[src/rtl/yuv2rgb_pipe.sv]
// yuv2rgb_pipe: three-stage YCbCr -> RGB converter with BT.601/BT.709
// selection per pixel, global-stall valid/ready flow control, output
// clamping and a saturating counter of clipped components.
module yuv2rgb_pipe #(
    parameter int DATA_W = 8,
    parameter int FRAC   = 8,
    parameter int SATC_W = 16
) (
    input  logic              clk,
    input  logic              rst,
    input  logic              in_valid,
    output logic              in_ready,
    input  logic [DATA_W-1:0] in_y,
    input  logic [DATA_W-1:0] in_u,
    input  logic [DATA_W-1:0] in_v,
    input  logic              in_mode,
    input  logic              in_sof,
    input  logic              in_eol,
    output logic              out_valid,
    input  logic              out_ready,
    output logic [DATA_W-1:0] out_r,
    output logic [DATA_W-1:0] out_g,
    output logic [DATA_W-1:0] out_b,
    output logic              out_sof,
    output logic              out_eol,
    output logic [SATC_W-1:0] sat_cnt,
    input  logic              sat_clr
);

    localparam int DIFF_W = DATA_W + 1;
    localparam int PROD_W = DATA_W + 13;
    localparam int SUM_W  = DATA_W + FRAC + 5;
    localparam real SCALE = 2.0 ** FRAC;

    // Coefficients rounded from the real matrix values at elaboration time.
    localparam logic signed [11:0] KR_V_601 = 12'(int'(1.402 * SCALE));
    localparam logic signed [11:0] KG_U_601 = 12'(int'(-0.344136 * SCALE));
    localparam logic signed [11:0] KG_V_601 = 12'(int'(-0.714136 * SCALE));
    localparam logic signed [11:0] KB_U_601 = 12'(int'(1.772 * SCALE));
    localparam logic signed [11:0] KR_V_709 = 12'(int'(1.5748 * SCALE));
    localparam logic signed [11:0] KG_U_709 = 12'(int'(-0.187324 * SCALE));
    localparam logic signed [11:0] KG_V_709 = 12'(int'(-0.468124 * SCALE));
    localparam logic signed [11:0] KB_U_709 = 12'(int'(1.8556 * SCALE));

    localparam logic signed [DIFF_W-1:0] OFF  = DIFF_W'(1 << (DATA_W - 1));
    localparam logic signed [SUM_W-1:0]  HALF = SUM_W'(1 << (FRAC - 1));
    localparam logic signed [SUM_W-1:0]  MAXV = SUM_W'((1 << DATA_W) - 1);

    // Returns {clipped, clamped value} for one rounded sum.
    function automatic logic [DATA_W:0] clamp_px(input logic signed [SUM_W-1:0] sum);
        logic signed [SUM_W-1:0] res;
        res = sum >>> FRAC;
        if (res[SUM_W-1])
            clamp_px = {1'b1, {DATA_W{1'b0}}};
        else if (res > MAXV)
            clamp_px = {1'b1, {DATA_W{1'b1}}};
        else
            clamp_px = {1'b0, res[DATA_W-1:0]};
    endfunction

    logic w_en;

    logic                     r_s1_valid, r_s1_mode, r_s1_sof, r_s1_eol;
    logic [DATA_W-1:0]        r_s1_y;
    logic signed [DIFF_W-1:0] r_s1_ud, r_s1_vd;

    logic                     r_s2_valid, r_s2_sof, r_s2_eol;
    logic [DATA_W-1:0]        r_s2_y;
    logic signed [PROD_W-1:0] r_s2_rv, r_s2_gu, r_s2_gv, r_s2_bu;

    logic                     r_out_valid, r_out_sof, r_out_eol;
    logic [DATA_W-1:0]        r_out_r, r_out_g, r_out_b;
    logic [SATC_W-1:0]        r_sat_cnt;

    logic signed [11:0]       w_kr_v, w_kg_u, w_kg_v, w_kb_u;
    logic signed [SUM_W-1:0]  w_base, w_sum_r, w_sum_g, w_sum_b;
    logic [DATA_W:0]          w_cr, w_cg, w_cb;
    logic [1:0]               w_clips;
    logic [SATC_W:0]          w_sat_next;

    // The whole pipeline advances together whenever the output slot is free.
    assign w_en     = !r_out_valid || out_ready;
    assign in_ready = w_en;

    // Coefficient set follows the mode carried with the pixel in stage 1.
    always_comb begin
        // NOTE: every always_comb output gets a value on every path, so no latch is inferred.
        w_kr_v = KR_V_601;
        w_kg_u = KG_U_601;
        w_kg_v = KG_V_601;
        w_kb_u = KB_U_601;
        if (r_s1_mode) begin
            w_kr_v = KR_V_709;
            w_kg_u = KG_U_709;
            w_kg_v = KG_V_709;
            w_kb_u = KB_U_709;
        end
    end

    // Stage-3 sums, rounding, clamping and clip count.
    always_comb begin
        w_base  = $signed({{(SUM_W - DATA_W - FRAC){1'b0}}, r_s2_y, {FRAC{1'b0}}});
        w_sum_r = w_base + SUM_W'(r_s2_rv) + HALF;
        w_sum_g = w_base + SUM_W'(r_s2_gu) + SUM_W'(r_s2_gv) + HALF;
        w_sum_b = w_base + SUM_W'(r_s2_bu) + HALF;
        w_cr    = clamp_px(w_sum_r);
        w_cg    = clamp_px(w_sum_g);
        w_cb    = clamp_px(w_sum_b);
        w_clips = {1'b0, w_cr[DATA_W]} + {1'b0, w_cg[DATA_W]} + {1'b0, w_cb[DATA_W]};
        w_sat_next = {1'b0, r_sat_cnt} + {{(SATC_W - 1){1'b0}}, w_clips};
    end

    // Stage 1: register the pixel, offset-removed chroma and sideband.
    always_ff @(posedge clk or posedge rst) begin
        // NOTE: data registers are reset too; they are few and it keeps X out of the datapath.
        if (rst) begin
            // NOTE: sequential state uses non-blocking assignments so all registers update together.
            r_s1_valid <= 1'b0;
            r_s1_mode  <= 1'b0;
            r_s1_sof   <= 1'b0;
            r_s1_eol   <= 1'b0;
            r_s1_y     <= '0;
            r_s1_ud    <= '0;
            r_s1_vd    <= '0;
        end else if (w_en) begin
            r_s1_valid <= in_valid;
            r_s1_mode  <= in_mode;
            r_s1_sof   <= in_sof;
            r_s1_eol   <= in_eol;
            r_s1_y     <= in_y;
            r_s1_ud    <= $signed({1'b0, in_u}) - OFF;
            r_s1_vd    <= $signed({1'b0, in_v}) - OFF;
        end
    end

    // Stage 2: register the four chroma products.
    always_ff @(posedge clk or posedge rst) begin
        if (rst) begin
            r_s2_valid <= 1'b0;
            r_s2_sof   <= 1'b0;
            r_s2_eol   <= 1'b0;
            r_s2_y     <= '0;
            r_s2_rv    <= '0;
            r_s2_gu    <= '0;
            r_s2_gv    <= '0;
            r_s2_bu    <= '0;
        end else if (w_en) begin
            r_s2_valid <= r_s1_valid;
            r_s2_sof   <= r_s1_sof;
            r_s2_eol   <= r_s1_eol;
            r_s2_y     <= r_s1_y;
            r_s2_rv    <= PROD_W'(w_kr_v) * PROD_W'(r_s1_vd);
            r_s2_gu    <= PROD_W'(w_kg_u) * PROD_W'(r_s1_ud);
            r_s2_gv    <= PROD_W'(w_kg_v) * PROD_W'(r_s1_vd);
            r_s2_bu    <= PROD_W'(w_kb_u) * PROD_W'(r_s1_ud);
        end
    end

    // Stage 3: register the clamped RGB result and sideband.
    always_ff @(posedge clk or posedge rst) begin
        if (rst) begin
            r_out_valid <= 1'b0;
            r_out_sof   <= 1'b0;
            r_out_eol   <= 1'b0;
            r_out_r     <= '0;
            r_out_g     <= '0;
            r_out_b     <= '0;
        end else if (w_en) begin
            r_out_valid <= r_s2_valid;
            r_out_sof   <= r_s2_sof;
            r_out_eol   <= r_s2_eol;
            r_out_r     <= w_cr[DATA_W-1:0];
            r_out_g     <= w_cg[DATA_W-1:0];
            r_out_b     <= w_cb[DATA_W-1:0];
        end
    end

    // Saturating clip counter; clear wins over a same-cycle increment.
    always_ff @(posedge clk or posedge rst) begin
        if (rst)
            r_sat_cnt <= '0;
        else if (sat_clr)
            r_sat_cnt <= '0;
        else if (w_en && r_s2_valid)
            r_sat_cnt <= w_sat_next[SATC_W] ? {SATC_W{1'b1}} : w_sat_next[SATC_W-1:0];
    end

    assign out_valid = r_out_valid;
    assign out_sof   = r_out_sof;
    assign out_eol   = r_out_eol;
    assign out_r     = r_out_r;
    assign out_g     = r_out_g;
    assign out_b     = r_out_b;
    assign sat_cnt   = r_sat_cnt;

endmodule

[config.mk]
export PLATFORM = sky130hd
export DESIGN_NAME = yuv2rgb_pipe
export DESIGN_NICKNAME = d
export VERILOG_FILES = /design/src/rtl/yuv2rgb_pipe.sv
export SDC_FILE = /design/constraint.sdc
export NUM_CORES = 1
export LEC_CHECK = 0
export BUFFER_PORTS_ARGS = -buffer_cell sky130_fd_sc_hd__buf_2
export CORE_ASPECT_RATIO = 0.7
export CORE_UTILIZATION = 45
export DETAILED_ROUTE_END_ITERATION = 7
export PLACE_DENSITY = 0.7
export SLEW_MARGIN = 5
export SYNTH_ARGS = -nofsm -noshare
export SYNTH_HDL_FRONTEND = slang
export SYNTH_SLANG_ARGS = --single-unit
export TNS_END_PERCENT = 100
[constraint.sdc]
create_clock -name clk -period 6 [get_ports clk]
set_input_delay 1.8 -clock clk [delete_from_list [all_inputs] [get_ports clk]]
set_output_delay 1.8 -clock clk [all_outputs]
set_load 0.03 [all_outputs]
; Word-level counts from Yosys, hierarchy flattened
; Cells that the tools add are included.
; Widths: inputs -> output; s select.
[word_totals]
ff_bits = 168
in_bits = 32
out_inout_bits = 44
wordCells = 58
[op_classes]
n_addsub = 12
n_mul = 4
magnitude_cmp = 3
muxes = 13
n_reduce_logical = 4
[ops]
columns = cell, count
row1 = $add 17x21->21, 3
row2 = $add 21x9->21 const B, 3
row3 = $mux 9, 6
row4 = $mux 16, 3
row5 = $gt 13x9->1 const B, 3
row6 = $mul 10x9->19, 2
row7 = $add 21x21->21, 1
row8 = $mul 9x9->18, 1
row9 = $sub 8x8->9 const B, 2
row10 = $add 16x2->17, 1
row11 = $mul 8x9->17, 1
row12 = $mux 8, 2
row13 = $mux 7, 1
row14 = $mux 5, 1
row15 = $add 1x1->2, 1
row16 = $add 2x1->2, 1
row17 = $reduce_bool 2->1, 1
row18 = $logic_and 1x1->1, 1
row19 = $logic_not 1->1, 1
row20 = $logic_or 1x1->1, 1

; Longest topological paths before layout
[depth]
ltp_word = 12
ltp_mapped = 22
depth_no_buf = 21

; Least setup slack after synthesis
; OpenSTA, ideal clock, no wires.
[synth_path]
path_type = register to register
startpoint = reg r_s1_mode
endpoint = reg r_s2_bu[19]
setup_time_ns = 0.130
arrival_ns = 5.450
t_required_ns = 5.870
setup_slack_ns = 0.420
path_stages_with_launch = 21
path_buffers = 2
period_less_slack_ns = 5.580
path_cell_list = dfrtp_1 clkbuf_1 clkbuf_1 nand2_1 inv_1 ha_1 inv_1 fa_1 inv_1 fa_1 fa_1 fa_1 ha_1 and4_1 a221o_1 o41a_1 a41o_1 o211a_1 a21oi_2 xor2_1 o21ai_1
[synth_between]
elab_chain_len = 2
[synth_rtl]
columns = element, line
row1 = from (decl), 63  ; logic r_s1_valid, r_s1_mode, r_s1_sof, r_s1_eol;
row2 = from (signal assigned), 127  ; r_s1_mode <= in_mode;
row3 = $mux 5, 92  ; if (r_s1_mode) begin
row4 = $mul 10x9->19, 155  ; r_s2_bu <= PROD_W'(w_kb_u) * PROD_W'(r_s1_ud);
row5 = to (signal assigned), 155
row6 = to (decl), 69  ; logic signed [PROD_W-1:0] r_s2_rv, r_s2_gu, r_s2_gv, r_s2_bu;
; No other way between the ends.
; A chain may end at the register's enable or synchronous reset.

; Final worst setup path
[layout_path]
startpoint = reg r_s1_mode
endpoint = reg r_s2_rv[19]
[layout_between]
elab_chain_len = 2
[layout_rtl]
columns = element, line
row1 = $mux 8, 92
row2 = $mul 10x9->19, 152  ; r_s2_rv <= PROD_W'(w_kr_v) * PROD_W'(r_s1_vd);
row3 = to (signal assigned), 152
row4 = to (decl), 69
; No other way between the ends.

==> impl_results.md <==
- Post-route ant nets: 0
- Vias in the first global route: 10,260
- Fmax: roughly 180 MHz
- Worst Path Required: 6.33 ns
- Global route overflow: 0
- CP endpoint: r_s2_rv[19]
- Hold crit path type: reg -> reg
- Number of synthesized flops with an enable pin: 0
- Reg clk slew, reported paths: about 0.07 ns
- Synth area leader: dfrtp_1
- Initial core utilization: 0.4572
- Htree depth: 4
- Yosys cell types: 59
- First-pass GRT wire length: between 50 and 60 mm
- CTS buffer count: 17
- Placer Congestion: 0.9441
- Post-Synthesis Cells: between 1,000 and 1,500
- CP cell instances: buf_4 -> and2_1 -> fa_1 -> fa_1 -> inv_1 -> fa_1 -> fa_1 -> inv_1 -> ha_1 -> ha_1 -> nand4_1 -> o21ai_0 -> buf_4 -> a41oi_2 -> a211oi_1 -> o31a_1 -> o21a_1 -> nor4_1 -> nand3b_1
- Share of cells above drive strength 1: 0.09323
- Synth area leaders: dfrtp_1, ha_1, fa_1
- Crit. path cell count: 19
- Hold Vio Cnt, Final: 0
- Die H: 148.2 um
- R2R depth: 19
- Setup bufs post-CTS: 0
- DRC errors left: 0
- Post-Route WL: approximately 31 mm
- DP HPWL: about 25 mm
- Slew headroom: 0.4251
- Final Setup Violations: 0
- M1 wire length: roughly 16 mm
- Share of the synthesized area in the top cell type: 0.2459
- Status: complete, no violations
- Core area: 30,040 um^2
- Top cells by count, synth: ha_1, inv_1, nand2_1
- CP startpoint: r_s1_mode
- Initial antenna violation count: 0
- Post-layout min period: 5.593 ns
- Mapped Area: 13,740 um^2
- Largest net degree at the start of global routing: 91
- DR top layer: met4
- Syn avg cell area: between 9 and 10 um^2
- NumNets Final: 1,940
- Die area: 31,240 um^2
- Synth Flop Type: dfrtp_1
- Num ports: 76
- Vias: between 10,000 and 15,000
- Sink Count: 135
- RSZ-0062 raised after global routing: false
- P&R area growth vs syn: 11.00%
- Routed wl met3: roughly 1.6 mm
- Final Skew: 0.01732 ns
- CP arrival: 5.92 ns
- Startpoint types: flop
- DIE WIDTH: approximately 210 um
- Clock root buffer: clkbuf_16
- Final antenna diode count: 0
- Register bit total from synthesis: 135
- Vias/cell: between 5 and 6
- CP Class: reg -> reg
- Global Route Usage Sum: 0.2138
- Pins Over Slew Limit: 0
- Slew at the pin closest to its max-slew limit: 0.8623 ns
- Worst stage delay on the critical path: ~0.54 ns
- WP buf/inv: 4
- Worst flop-to-flop path startpoint: r_s1_mode
- Top delay family on crit path: adder cells
- Initial DRC Count: 584
- Setup TNS: 0 ns
- # port buffers: 75
- Worst-Skew Late Latency: 0.45 ns
- Max stage delay cell, worst path: fa_1
- CTS tree: built
- Critical Path Sink Type: flop
- Reg-to-Reg End: r_s2_rv[19]
- CP Max Fanout: 15
- Asr flop ratio synth: 1.000
- Clock Path Buffers: 2
- Fillers: 2,801
- Final period utilization: 0.9322
- Avg WL per Cell: 15.87 um
- Top-count cell post-synth: ha_1
- Worst path most repeated cell: fa_1
- Synth Warn #: 0
- FP Rows: 53
- WL met2: 13.85 mm
- Seq/Total Area, Yosys: 0.2459
- Max_cap viols: 0
- FF-to-FF setup slack: between 0.4 and 0.5 ns
- First-pass iteration count of the detailed router: 5
==> worst register-to-register path: cells and delay by family, from the launching register on <==
family	cells	cell delay (ns)
simple gates	4	0.59
flops	1	0.49
buf+inv	4	0.56
fa+ha+maj	6	2.60
compound gates	5	1.26
==> cell type report <==
| type | count | area (um^2) | area share |
|---|---|---|---|
| multi-input cells | 1086 | 9444 | 0.6194 |
| clock inverters | 13 | 120.1 | 0.007878 |
| repair buffers | 91 | 495.5 | 0.03250 |
| well taps | 412 | 515.5 | 0.03381 |
| inverters | 222 | 840.8 | 0.05515 |
| flip-flops and latches | 135 | 3378 | 0.2216 |
| clock buffers | 19 | 452.9 | 0.02971 |
==> placed cells by master, fill, tap and decap left out, types with 5 or more instances in the layout <==
cell       netlist  final
nor2_1          80     80
ha_1           226    226
o21a_1          10     10
and2_1           5      5
a21o_1          19     19
o21bai_1        10     10
a221o_1          9      9
buf_2            0     75
buf_4            0     16
nor3_1          20     20
o211ai_1         7      7
or2_2           11     11
and3_1           8      8
nand2_1        214    214
conb_1           2     15
xor2_1          25     25
a211oi_1         8      8
a31oi_1         12     12
nor2b_1          9      7
o21ai_0         42     42
xnor2_1         41     41
fa_1           129    129
dfrtp_1        135    135
o31ai_1          6      6
inv_1          222    220
nand3_1         26     26
nand2b_1         8      8
a21oi_1         74     74
clkbuf_16        0     17
==> repair_timing <==
action                                  CTS  global route
endpoints found under the setup margin    0             2
hold buffers                              0             0
resized for setup                         0             2
hold endpoints to repair                  0             0
==> cell families after synthesis <==
group | count (synthesis) | share of synthesized area
mux | 6 | 0.004555
fa+ha+maj | 355 | 0.3939
compound gates | 237 | 0.1120
buf+inv | 261 | 0.07132
simple gates | 407 | 0.1297
flops | 135 | 0.2459
other cells | 2 | 0.0005468
xor+xnor | 66 | 0.04208
==> metal layers <==
metal  global-route usage  vias up
met1               0.3184     5065
met5                    0        -
met4              0.04855        0
li1                     -     5014
met2               0.3215      205
met3              0.03948       22
==> registers in the layout, indices dropped and copies added, names as in the netlist, 8 cells and up <==
name	flops
sat_cnt	16
r_s2_gv	15
r_s2_gu	14
r_s2_bu	12
r_s2_rv	12
out_b	8
out_g	8
out_r	8
r_s1_ud	8
r_s1_vd	8
r_s1_y	8
r_s2_y	8
==> worst min path at each step <==
stage	from	end	slack (ns)	depth (start not counted)
floorplan	r_s2_gu[3]	r_s2_gu[3]	0.43	2
global placement	r_s2_eol	r_s2_eol	0.45	2
detailed placement	r_s2_sof	out_sof	0.45	2
CTS	r_s2_sof	out_sof	0.47	2
global route	r_s1_y[3]	r_s2_y[3]	0.49	2
finish	out_sof	out_sof	0.46	2
==> stage by stage <==
step | util | cells | setup WS (ns) | area (um^2) | hold slack [ns]
after floorplan | - | 1482 | 0.4202 | 13780 | 0.4312
after global placement | 0.4882 | 1946 | 0.3953 | 14660 | 0.4494
after detailed placement | 0.4882 | 1946 | 0.1953 | 14660 | 0.4538
after CTS | 0.5072 | 1978 | 0.1663 | 15240 | 0.4686
after global routing | 0.5076 | 1978 | 0.05615 | 15250 | 0.4879
final | 0.5076 | 1978 | 0.4070 | 15250 | 0.4640
Power is left out: the tool's default activity adds up to more than one toggle a clock period on the data nets, which glitch-free logic cannot reach.
